**src/rtl/series_ctrl_if.sv**
```systemverilog
// series_ctrl_if: host/datapath <-> series_ctrl control bundle.
//   start, abort : host requests into the controller
//   co           : datapath counter carry (address == 15)
//   ready, done  : host handshake status
//   zx..s0       : datapath clear/init/load/increment strobes and mux select
// Modports: master = controller side, slave = host/datapath side.
interface series_ctrl_if;
  logic start;
  logic abort;
  logic co;
  logic ready;
  logic done;
  logic zx;
  logic zt;
  logic zr;
  logic zc;
  logic initx;
  logic initt;
  logic initr;
  logic ldx;
  logic ldt;
  logic ldr;
  logic ldc;
  logic enc;
  logic s0;

  modport master (
    input  start, abort, co,
    output ready, done, zx, zt, zr, zc, initx, initt, initr,
           ldx, ldt, ldr, ldc, enc, s0
  );

  modport slave (
    output start, abort, co,
    input  ready, done, zx, zt, zr, zc, initx, initt, initr,
           ldx, ldt, ldr, ldc, enc, s0
  );
endinterface

```
**src/rtl/series_ctrl.sv**
```systemverilog
// series_ctrl: control FSM for the 16-term Taylor-series datapath.
// Ports:
//   clk  - system clock, rising edge
//   rst  - synchronous active-high reset
//   bus  - series_ctrl_if.master: start/abort/co in; ready/done and all
//          datapath strobes out, decoded from the current state
// Optional feature: define SERIES_START_QUEUE_EN to remember a start request
// that arrives while busy and launch it from IDLE.
module series_ctrl (
  input  logic         clk,
  input  logic         rst,
  series_ctrl_if.master bus
);

  typedef enum logic [2:0] {
    S_IDLE = 3'd0,
    S_INIT = 3'd1,
    S_MULX = 3'd2,
    S_MULC = 3'd3,
    S_ACC  = 3'd4,
    S_DONE = 3'd5,
    S_CLR  = 3'd6
  } state_t;

  state_t state_q;
  state_t state_d;
  logic   go_c;

`ifdef SERIES_START_QUEUE_EN
  logic pend_q;
  logic pend_d;

  // A queued request launches just like a live start.
  assign go_c = bus.start | pend_q;

  // Abort clears first, entering INIT consumes the request, busy start sets it.
  always_comb begin
    pend_d = pend_q;
    if (bus.abort) begin
      pend_d = 1'b0;
    end else if (state_d == S_INIT) begin
      pend_d = 1'b0;
    end else if ((state_q != S_IDLE) && bus.start) begin
      pend_d = 1'b1;
    end
  end

  always_ff @(posedge clk) begin
    if (rst) begin
      pend_q <= 1'b0;
    end else begin
      pend_q <= pend_d;
    end
  end
`else
  assign go_c = bus.start;
`endif

  // State register.
  always_ff @(posedge clk) begin
    if (rst) begin
      state_q <= S_IDLE;
    end else begin
      state_q <= state_d;
    end
  end

  // Next state and state-decoded strobes. Abort in a working state suppresses
  // that state's strobes in the same cycle so no partial update reaches the
  // datapath before CLR wipes it.
  always_comb begin
    state_d   = S_IDLE;
    bus.ready = 1'b0;
    bus.done  = 1'b0;
    bus.zx    = 1'b0;
    bus.zt    = 1'b0;
    bus.zr    = 1'b0;
    bus.zc    = 1'b0;
    bus.initx = 1'b0;
    bus.initt = 1'b0;
    bus.initr = 1'b0;
    bus.ldx   = 1'b0;
    bus.ldt   = 1'b0;
    bus.ldr   = 1'b0;
    bus.ldc   = 1'b0;
    bus.enc   = 1'b0;
    bus.s0    = 1'b0;

    case (state_q)
      S_IDLE: begin
        bus.ready = 1'b1;
        // Abort beats start while idle.
        state_d = (go_c && !bus.abort) ? S_INIT : S_IDLE;
      end
      S_INIT: begin
        if (bus.abort) begin
          state_d = S_CLR;
        end else begin
          bus.ldx   = 1'b1;
          bus.initt = 1'b1;
          bus.initr = 1'b1;
          bus.zc    = 1'b1;
          state_d   = S_MULX;
        end
      end
      S_MULX: begin
        if (bus.abort) begin
          state_d = S_CLR;
        end else begin
          bus.ldt = 1'b1;
          state_d = S_MULC;
        end
      end
      S_MULC: begin
        if (bus.abort) begin
          state_d = S_CLR;
        end else begin
          bus.ldt = 1'b1;
          bus.s0  = 1'b1;
          state_d = S_ACC;
        end
      end
      S_ACC: begin
        if (bus.abort) begin
          state_d = S_CLR;
        end else begin
          bus.ldr = 1'b1;
          bus.enc = 1'b1;
          // co reflects the address before this cycle's increment.
          state_d = bus.co ? S_DONE : S_MULX;
        end
      end
      S_DONE: begin
        bus.done = 1'b1;
        state_d  = S_IDLE;
      end
      S_CLR: begin
        bus.zx  = 1'b1;
        bus.zt  = 1'b1;
        bus.zr  = 1'b1;
        bus.zc  = 1'b1;
        state_d = S_IDLE;
      end
      default: begin
        state_d = S_IDLE;
      end
    endcase
  end

endmodule
```
**src/flat_wrapper.sv**
```systemverilog
// flat-port wrapper written by rule: the top's interface ports become plain ports
module series_ctrl_flat 
  (clk, rst, bus_start, bus_abort, bus_co, bus_ready, bus_done, bus_zx, bus_zt, bus_zr, bus_zc, bus_initx, bus_initt, bus_initr, bus_ldx, bus_ldt, bus_ldr, bus_ldc, bus_enc, bus_s0);
  series_ctrl_if bus_i ();
  input  logic clk;
  input  logic rst;
  input wire logic [$bits(bus_i.start)-1:0] bus_start;
  input wire logic [$bits(bus_i.abort)-1:0] bus_abort;
  input wire logic [$bits(bus_i.co)-1:0] bus_co;
  output wire logic [$bits(bus_i.ready)-1:0] bus_ready;
  output wire logic [$bits(bus_i.done)-1:0] bus_done;
  output wire logic [$bits(bus_i.zx)-1:0] bus_zx;
  output wire logic [$bits(bus_i.zt)-1:0] bus_zt;
  output wire logic [$bits(bus_i.zr)-1:0] bus_zr;
  output wire logic [$bits(bus_i.zc)-1:0] bus_zc;
  output wire logic [$bits(bus_i.initx)-1:0] bus_initx;
  output wire logic [$bits(bus_i.initt)-1:0] bus_initt;
  output wire logic [$bits(bus_i.initr)-1:0] bus_initr;
  output wire logic [$bits(bus_i.ldx)-1:0] bus_ldx;
  output wire logic [$bits(bus_i.ldt)-1:0] bus_ldt;
  output wire logic [$bits(bus_i.ldr)-1:0] bus_ldr;
  output wire logic [$bits(bus_i.ldc)-1:0] bus_ldc;
  output wire logic [$bits(bus_i.enc)-1:0] bus_enc;
  output wire logic [$bits(bus_i.s0)-1:0] bus_s0;
  assign bus_i.start = bus_start;
  assign bus_i.abort = bus_abort;
  assign bus_i.co = bus_co;
  assign bus_ready = bus_i.ready;
  assign bus_done = bus_i.done;
  assign bus_zx = bus_i.zx;
  assign bus_zt = bus_i.zt;
  assign bus_zr = bus_i.zr;
  assign bus_zc = bus_i.zc;
  assign bus_initx = bus_i.initx;
  assign bus_initt = bus_i.initt;
  assign bus_initr = bus_i.initr;
  assign bus_ldx = bus_i.ldx;
  assign bus_ldt = bus_i.ldt;
  assign bus_ldr = bus_i.ldr;
  assign bus_ldc = bus_i.ldc;
  assign bus_enc = bus_i.enc;
  assign bus_s0 = bus_i.s0;
  series_ctrl u_core (.clk(clk), .rst(rst), .bus(bus_i));
endmodule
```
**config.mk**
```make
export PLATFORM = sky130hd
export DESIGN_NAME = series_ctrl_flat
export DESIGN_NICKNAME = d
export VERILOG_FILES = /design/src/rtl/series_ctrl_if.sv /design/src/rtl/series_ctrl.sv /design/src/flat_wrapper.sv
export SDC_FILE = /design/constraint.sdc
export NUM_CORES = 1
export LEC_CHECK = 0
export BUFFER_PORTS_ARGS = -buffer_cell sky130_fd_sc_hd__buf_2
export CORE_AREA = 3 3 40 42
export CTS_CLUSTER_SIZE = 10
export DETAILED_ROUTE_END_ITERATION = 12
export DIE_AREA = 0 0 43 45
export GPL_ROUTABILITY_DRIVEN = 0
export RECOVER_POWER = 50
export SETUP_SLACK_MARGIN = 0.15
export SYNTH_ARGS = -nofsm -noshare
export SYNTH_HDL_FRONTEND = slang
export SYNTH_SLANG_ARGS = --single-unit
export TNS_END_PERCENT = 10
```
**constraint.sdc**
```tcl
create_clock -name clk -period 1.55 [get_ports clk]
set_clock_uncertainty 0.05 [all_clocks]
set_input_delay 0.31 -clock clk [delete_from_list [all_inputs] [get_ports clk]]
set_output_delay 0.31 -clock clk [all_outputs]
set_load 0.01 [all_outputs]
```
## After elaboration in Yosys (flattened, before gate mapping)

Index checks and enable logic that the tools add are counted.

- Word-level logic and storage cells: 27
- Memory bits (read-only): 0
- Register bits: 3
- Latch bits: 0
- Bits of input ports: 5
- RAM bits: 0
- Output and inout port bits: 15
- Memories kept: 0

- Div/mod/pow operators: 0
- Muxes and demuxes: 16
- $mul: 0
- Magnitude comparators: 0
- Shift operators: 0
- Bitwise logic cells: 0
- Add/subtract/negate cells: 0
- Eq/ne operators: 6
- Reductions and logical operators: 4

Operator list:

| operator | number |
|---|---|
| $pmux W3 S5 | 1 |
| $mux W3 | 4 |
| $eq A3 B3 Y1 const B | 3 |
| $mux W1 | 9 |
| $eq A3 B2 Y1 const B | 2 |
| $eq A3 B1 Y1 const B | 1 |
| $logic_not A3 Y1 | 1 |
| $mux W2 | 1 |
| $pmux W1 S2 | 1 |
| $reduce_or A2 Y1 | 1 |
| $logic_and A1 B1 Y1 | 1 |
| $logic_not A1 Y1 | 1 |

## Depth between registers and ports, before layout

Gate-level depths: netlist of the first run.

- Depth after elaboration: 4
- Depth in mapped cells: 4
- Depth with buffers taken out: 3

## Worst setup path before layout of the first run

No wires, ideal clock.

- Kind: register to output
- Start point: register u_core.state_q[1]
- End point: output bus_zc
- Required time: 1.190 ns
- Arrival: 1.113 ns
- Slack: 0.077 ns
- Buffers on the path: 1
- Stages on the path, launching flop included: 4
- Cell sequence: dfxtp_1 > buf_2 > nor4b_2 > or2_1

- Word-level cells in the longest chain between the ends: 2
- Elaborated cells on any way between the ends: 3
- Classes of those cells: 2 x eq/ne; 1 x mux

Ends and longest elaborated chain:

| item | RTL line | text |
|---|---|---|
| start: declaration | series_ctrl.sv:25 | `state_t state_q;` |
| start signal: assignment | series_ctrl.sv:64 | `state_q <= state_d;` |
| $eq A3 B3 Y1 or $eq A3 B1 Y1 (tied branches) | series_ctrl.sv:89 | `case (state_q)` |
| $pmux W1 S2 (*) | series_ctrl.sv:89 |  |
| end: declaration | flat_wrapper.sv:15 | `output wire logic [$bits(bus_i.zc)-1:0] bus_zc;` |

Mark *: on every way between the ends. The rest lies on a longest branch, timed or not.

## Final worst setup path of the first run

Same ends and word-level chain as after synthesis.

==> results by group, run 1 <==
Drt
  • DRC Markers: 0
  • Antenna Nets Post-Route: 0
  • Post-DR wirelength/cell: 9.62 µm
  • Detailed-route via count: 295
  • Post-Route WL: 664 µm
  • Via density: approximately 4.3
  • First DRT Iteration DRCs: 4
  • Pre-antenna DRT Iters: 2

Logic synthesis
  • Asr flop ratio synth: 0%
  • Synth top area cells: buf_4, dfxtp_1, a21o_1
  • Yosys top cell area share: 22.4%
  • Synthesized instance count: 39
  • Average cell area after synthesis: 7.73 µm²
  • Synth Flop Type: dfxtp_1
  • List of most frequent post-synthesis cells: buf_4, a21o_1, dfxtp_1
  • Synthesis Warnings: 0
  • Post-synthesis sequential area ratio: 19.9%
  • Synthesized flop and latch total: 3
  • Count leader, synth: buf_4
  • Post-synth EDFFs: 0
  • Unique cell type count in the Yosys netlist: 21
  • Synthesized area: 302 µm²
  • Yosys top cell by area: buf_4

Cells and area
  • Area grow syn2layout: 34.0%
  • Util after Layout: 31.5%
  • Top flop regs: u_core.state_q x3
  • Final cell count without fillers: 69
  • Most flops, register: u_core.state_q
  • Max reg flops: 3
  • Ant diodes: 0
  • Nets: 60
  • Layout cells sized above 1: roughly half

Critical path
  • Largest delay contributor family on the critical path: simple AND/OR/NAND/NOR gates
  • CP Capture Type: output pin
  • Crit start category: register
  • Slowest CP cell: dfxtp_4
  • R2r startpoint: u_core.state_q[2]
  • CP peak stage delay: 0.37 ns
  • R2R depth: 3
  • Worst-path fanout max: 10
  • Crit path DAT: 1.17 ns
  • Worst-path cell chain: and3b_2, or2_1, buf_2
  • Buffers and inverters on the worst path: 1
  • CP Class: register to output pin
  • Crit path from: u_core.state_q[1]
  • WP depth: 3
  • Critical Path RT: 1.19 ns

Timing
  • RSZ-0062 raised after global routing: true
  • Max-slew violations: 0
  • Final Hold Fails: 0
  • Final setup violation count: 0
  • FMAX: 652 MHz
  • Hold slack: 0.206 ns
  • Final period utilization: 98.9%
  • Final Critical Period: between 1.5 and 2 ns

Clock network
  • Clk pin slew, worst setup/hold paths: approximately 0.040 ns
  • CTS tree: done
  • Hold buffers post-CTS: 0
  • Clock Sinks: 3
  • Num CTS Buffers: 3
  • CTS H-tree lvls: 1
  • CTS Buffer Depth: 2
  • Clk_lat worst skew: 0.23 ns
  • Root buf cell: clkbuf_4

Floorplan
  • Die Y: 45 µm
  • Die ar.: 1940 µm²
  • Die X: 43 µm
  • Num rows: 13
  • Core area: around 1300 µm²
  • Io pins: 20
  • Initial Utilization: 23.5%

Min path
  • Hold path depth: 2
  • Min-delay worst type: input pin to register
  • Hold path start: rst

Run
  • Max Cap Viol: 0

Place
  • Buffers on Ports: 17
  • Placed Cells: 64
  • DPL Wire Length: 500 µm

Global routing
  • Gr ovfl total: 0
  • First-pass GRT wire length: 1050 µm
  • Largest net degree at the start of global routing: 11
  • GRT Overall Usage: 7.56%
  • Vias in the first global route: 252
  • Initial antenna violation count: 0

Power and ir drop
  • PwrDens: approximately 850 nW/µm²
  • Worst vdd ir: 367 µV
  • Leakage: about 0.23 nW
  • Tot Pwr: 0.343 mW

Run status
  • Status: finished, final reports clean
==> final cells by class <==
class / count / area, µm²
fill: 149 / 881
timing repair buffer: 20 / 110
tap: 15 / 18.8
sequential: 3 / 67.6
multi-input combinational: 25 / 174
clock buffer: 4 / 26.3
inverter: 2 / 7.51
==> worst paths after layout <==
| path | end | slack (ns) |
|---|---|---|
| max | bus_zc | 0.02 |
| min | u_core.state_q[2] | 0.21 |
| max reg2reg | u_core.state_q[1] | 0.49 |
| min reg2reg | u_core.state_q[1] | 0.50 |
==> cell usage in the layout, fill, tap and decap left out <==
master and n:
inv_2 1, buf_4 2, and2_1 1, a21oi_1 2, inv_1 1, dfxtp_1 1, and3_1 2, buf_2 16
nor2_1 1, a21o_1 3, o21ai_1 2, o31ai_1 1, clkbuf_4 3, or2_1 1, nor4b_4 1, nor3_1 2
a221oi_1 1, and3b_2 1, and3b_1 1, conb_1 2, buf_6 1, nand2_1 2, dfxtp_4 2, nor2_4 1
clkbuf_1 2, o211ai_1 1
==> logic make-up after synthesis <==
kind of cell | Yosys count | synth area share, %
AND/OR/NAND/NOR | 13 | 28.2
other | 1 | 1.24
AO/OA/AOI/OAI | 10 | 24.1
flip-flops | 3 | 19.9
buffers and inverters | 12 | 26.6
==> worst register-to-register path, cell delays in order (launching register included) <==
cell	delay [ns]
dfxtp_4	0.35
buf_4	0.15
a21o_1	0.15
a221oi_1	0.25
==> layer usage <==
layer	vias to the layer above	GRT usage (%)	share of wire (%)
met3	0	4.78	13
met4	0	3.61	0
met5	-	0	0
li1	155	-	-
met2	15	11.1	43
met1	125	8.63	44
==> power breakdown <==
group | internal, mW | total (mW) | switching, mW | leakage (nW)
registers | 0.0869 | 0.103 | 0.0160 | 0.0260
logic | 0.0503 | 0.102 | 0.0517 | 0.193
clock network | 0.0966 | 0.138 | 0.0418 | 0.0150
==> stage by stage <==
stage / setup WS (ns) / area, µm² / setup TNS (ns)
2_1_floorplan: 0.176 / 314 / 0
3_3_place_gp: 0.188 / 360 / 0
3_5_place_dp: 0.159 / 360 / 0
4_1_cts: 0.0228 / 407 / 0
5_1_grt: -0.0504 / 404 / -0.0937
6_report: 0.0172 / 404 / 0
==> what timing repair did <==
action | 4_1_cts | 5_1_grt
pin swaps | 3 | 1
hold endpoints to repair | 0 | 0
resized for setup | 5 | 3
endpoints found under the setup margin | 12 | 13
setup buffers | 1 | 0
Note: power is estimated with default switching activity, not from simulation.
==> inputs of run 2 (changes only) <==
--- a/config.mk
+++ b/config.mk
@@ -6,11 +6,16 @@
 export NUM_CORES = 1
 export LEC_CHECK = 0
 export BUFFER_PORTS_ARGS = -buffer_cell sky130_fd_sc_hd__buf_2
-export CORE_AREA = 3 3 40 42
+export CELL_PAD_IN_SITES_DETAIL_PLACEMENT = 0
+export CELL_PAD_IN_SITES_GLOBAL_PLACEMENT = 2
+export CORE_MARGIN = 3
+export CORE_UTILIZATION = 20
+export CTS_BUF_LIST = sky130_fd_sc_hd__clkbuf_4 sky130_fd_sc_hd__clkbuf_8
 export CTS_CLUSTER_SIZE = 10
 export DETAILED_ROUTE_END_ITERATION = 12
-export DIE_AREA = 0 0 43 45
 export GPL_ROUTABILITY_DRIVEN = 0
+export MAX_ROUTING_LAYER = met4
+export PLACE_DENSITY_LB_ADDON = 0.1
 export RECOVER_POWER = 50
 export SETUP_SLACK_MARGIN = 0.15
 export SYNTH_ARGS = -nofsm -noshare
==> results by group, run 2 (synthesis gave the netlist of run 1 again) <==
Floorplan
  • Num rows: 13 (unchanged)
  • Die ar.: 2010 µm² (was 1940 µm²)
  • Core area: 1350 µm² (was 1280 µm²)
  • Io pins: 20 (unchanged)
  • Die Y: 44.8 µm (was 45 µm)
  • Die X: 44.8 µm (was 43 µm)
  • Initial Utilization: 22.3% (was 23.5%)

Clock network
  • Num CTS Buffers: 3 (unchanged)
  • CTS Buffer Depth: 2 (unchanged)
  • CTS tree: done (unchanged)
  • Clock Sinks: 3 (unchanged)
  • Hold buffers post-CTS: 0 (unchanged)
  • Clk pin slew, worst setup/hold paths: 0.04 ns (about the same)
  • Clk_lat worst skew: 0.23 ns (about the same)
  • CTS H-tree lvls: 1 (unchanged)
  • Root buf cell: clkbuf_4 (unchanged)

Drt
  • Pre-antenna DRT Iters: 4 (was 2)
  • Post-Route WL: 783 µm (was 664 µm)
  • First DRT Iteration DRCs: 2 (was 4)
  • DRC Markers: 0 (unchanged)
  • Via density: 4.56 (was 4.28)
  • Post-DR wirelength/cell: 10.9 µm (was 9.62 µm)
  • Antenna Nets Post-Route: 0 (unchanged)
  • Detailed-route via count: 328 (was 295)

Timing
  • RSZ-0062 raised after global routing: true (unchanged)
  • Final Critical Period: 1.52 ns (was 1.53 ns)
  • Hold slack: 0.213 ns (was 0.206 ns)
  • Final period utilization: 97.8% (was 98.9%)
  • FMAX: 660 MHz (was 652 MHz)
  • Final Hold Fails: 0 (unchanged)
  • Final setup violation count: 0 (unchanged)
  • Sum Neg Setup Slack: 0 ns (unchanged)
  • Max-slew violations: 0 (unchanged)

Run status
  • Status: finished, final reports clean (unchanged)

Power and ir drop
  • Leakage: 0.258 nW (was 0.234 nW)
  • PwrDens: 785 nW/µm² (was 850 nW/µm²)
  • Tot Pwr: 0.378 mW (was 0.343 mW)
  • Worst vdd ir: 287 µV (was 367 µV)

Place
  • Dpl cell area: 360 µm² (unchanged)
  • DPL Wire Length: 587 µm (was 500 µm)
  • Buffers on Ports: 17 (unchanged)
  • Placed Cells: 64 (unchanged)

Global routing
  • Routing usage on met1: 9.13% (was 8.63%)
  • GRT Overall Usage: 9.10% (was 7.56%)
  • Largest net degree at the start of global routing: 9 (was 11)
  • Global-route met2 utilization: 14.3% (was 11.1%)
  • GRT Max-Usage Layer: met2 (unchanged)
  • First-pass GRT wire length: 1260 µm (was 1050 µm)
  • Vias in the first global route: 304 (was 252)
  • Initial antenna violation count: 0 (unchanged)
  • Gr ovfl total: 0 (unchanged)
  • GR Layer Usage met3: 4.38% (was 4.78%)

Cells and area
  • Nets: 63 (was 60)
  • Commonest non-fill, non-tap cell in the layout: buf_2 (unchanged)
  • Area grow syn2layout: 59.8% (was 34.0%)
  • Most frequent cells in the layout: buf_2, buf_6, clkbuf_4 (was buf_2, a21o_1, clkbuf_4)
  • Max reg flops: 3 (unchanged)
  • Top flop regs: u_core.state_q x3 (unchanged)
  • Most flops, register: u_core.state_q (unchanged)
  • Filler cell count: 156 (was 149)
  • Design Area, Final: 482 µm² (was 404 µm²)
  • Layout cells sized above 1: 64.9% (was 51.9%)
  • Final cell count without fillers: 72 (was 69)
  • Ant diodes: 0 (unchanged)

Critical path
  • Crit path to: bus_zc (unchanged)
  • R2R depth: 3 (unchanged)
  • Reg-to-reg slack, setup: 0.44 ns (was 0.49 ns)
  • CP Capture Type: output pin (unchanged)
  • CP Class: register to output pin (unchanged)
  • Crit path from: u_core.state_q[2] (was u_core.state_q[1])
  • Crit path DAT: 1.16 ns (was 1.17 ns)
  • Worst-path fanout max: 4 (was 10)
  • Critical Path RT: 1.19 ns (about the same)
  • Crit start category: register (unchanged)
  • Worst R2R End: u_core.state_q[1] (unchanged)
  • R2r startpoint: u_core.state_q[2] (unchanged)

Min path
  • Min-delay worst type: input pin to register (unchanged)

Run
  • Max Cap Viol: 0 (unchanged)
## run 2: metrics by stage
step | worst slack, ns | util (%)
5_1_grt | -0.0336 | 35.7
3_5_place_dp | 0.154 | 26.7
3_3_place_gp | 0.175 | 26.7
6_report | 0.0346 | 35.7
4_1_cts | 0.0363 | 32.1
2_1_floorplan | 0.176 | -
## run 2: cell type report
| type | instances | area [µm²] | area share (%) |
|---|---|---|---|
| well taps | 15 | 18.8 | 3.90 |
| multi-input cells | 25 | 189 | 39.2 |
| flip-flops and latches | 3 | 71.3 | 14.8 |
| clock buffers | 4 | 30.0 | 6.23 |
| repair buffers | 23 | 165 | 34.3 |
| inverters | 2 | 7.51 | 1.56 |
## run 2: what timing repair did
| item | 4_1_cts | 5_1_grt |
|---|---|---|
| endpoints found under the setup margin | 13 | 13 |
| cloned | 0 | 0 |
| buffers inserted | 4 | 0 |
| pin swaps | 3 | 5 |
| resized for setup | 7 | 12 |
## run 2: critical path, stage by stage (launching register included)
cell and delay [ns]:
dfxtp_4 0.35, and3b_2 0.22, or2_1 0.22, buf_2 0.14
## run 2: worst min path at each step
stage          start                end  cells after the start
2_1_floorplan    rst  u_core.state_q[2]                      1
3_3_place_gp     rst  u_core.state_q[2]                      2
3_5_place_dp     rst  u_core.state_q[2]                      2
4_1_cts          rst  u_core.state_q[2]                      2
5_1_grt          rst  u_core.state_q[2]                      2
6_report         rst  u_core.state_q[2]                      2
## run 2: report_power, final
group,switching [mW],internal (mW)
registers,0.0131,0.0866
clock network,0.0379,0.114
logic,0.0628,0.0640
total,0.114,0.264
## run 2: layer usage
| metal | up-vias | part of all wire [%] |
|---|---|---|
| met5 | - | 0 |
| met4 | 0 | 0 |
| met3 | 0 | 11 |
| met2 | 18 | 54 |
| met1 | 147 | 36 |
| li1 | 163 | - |
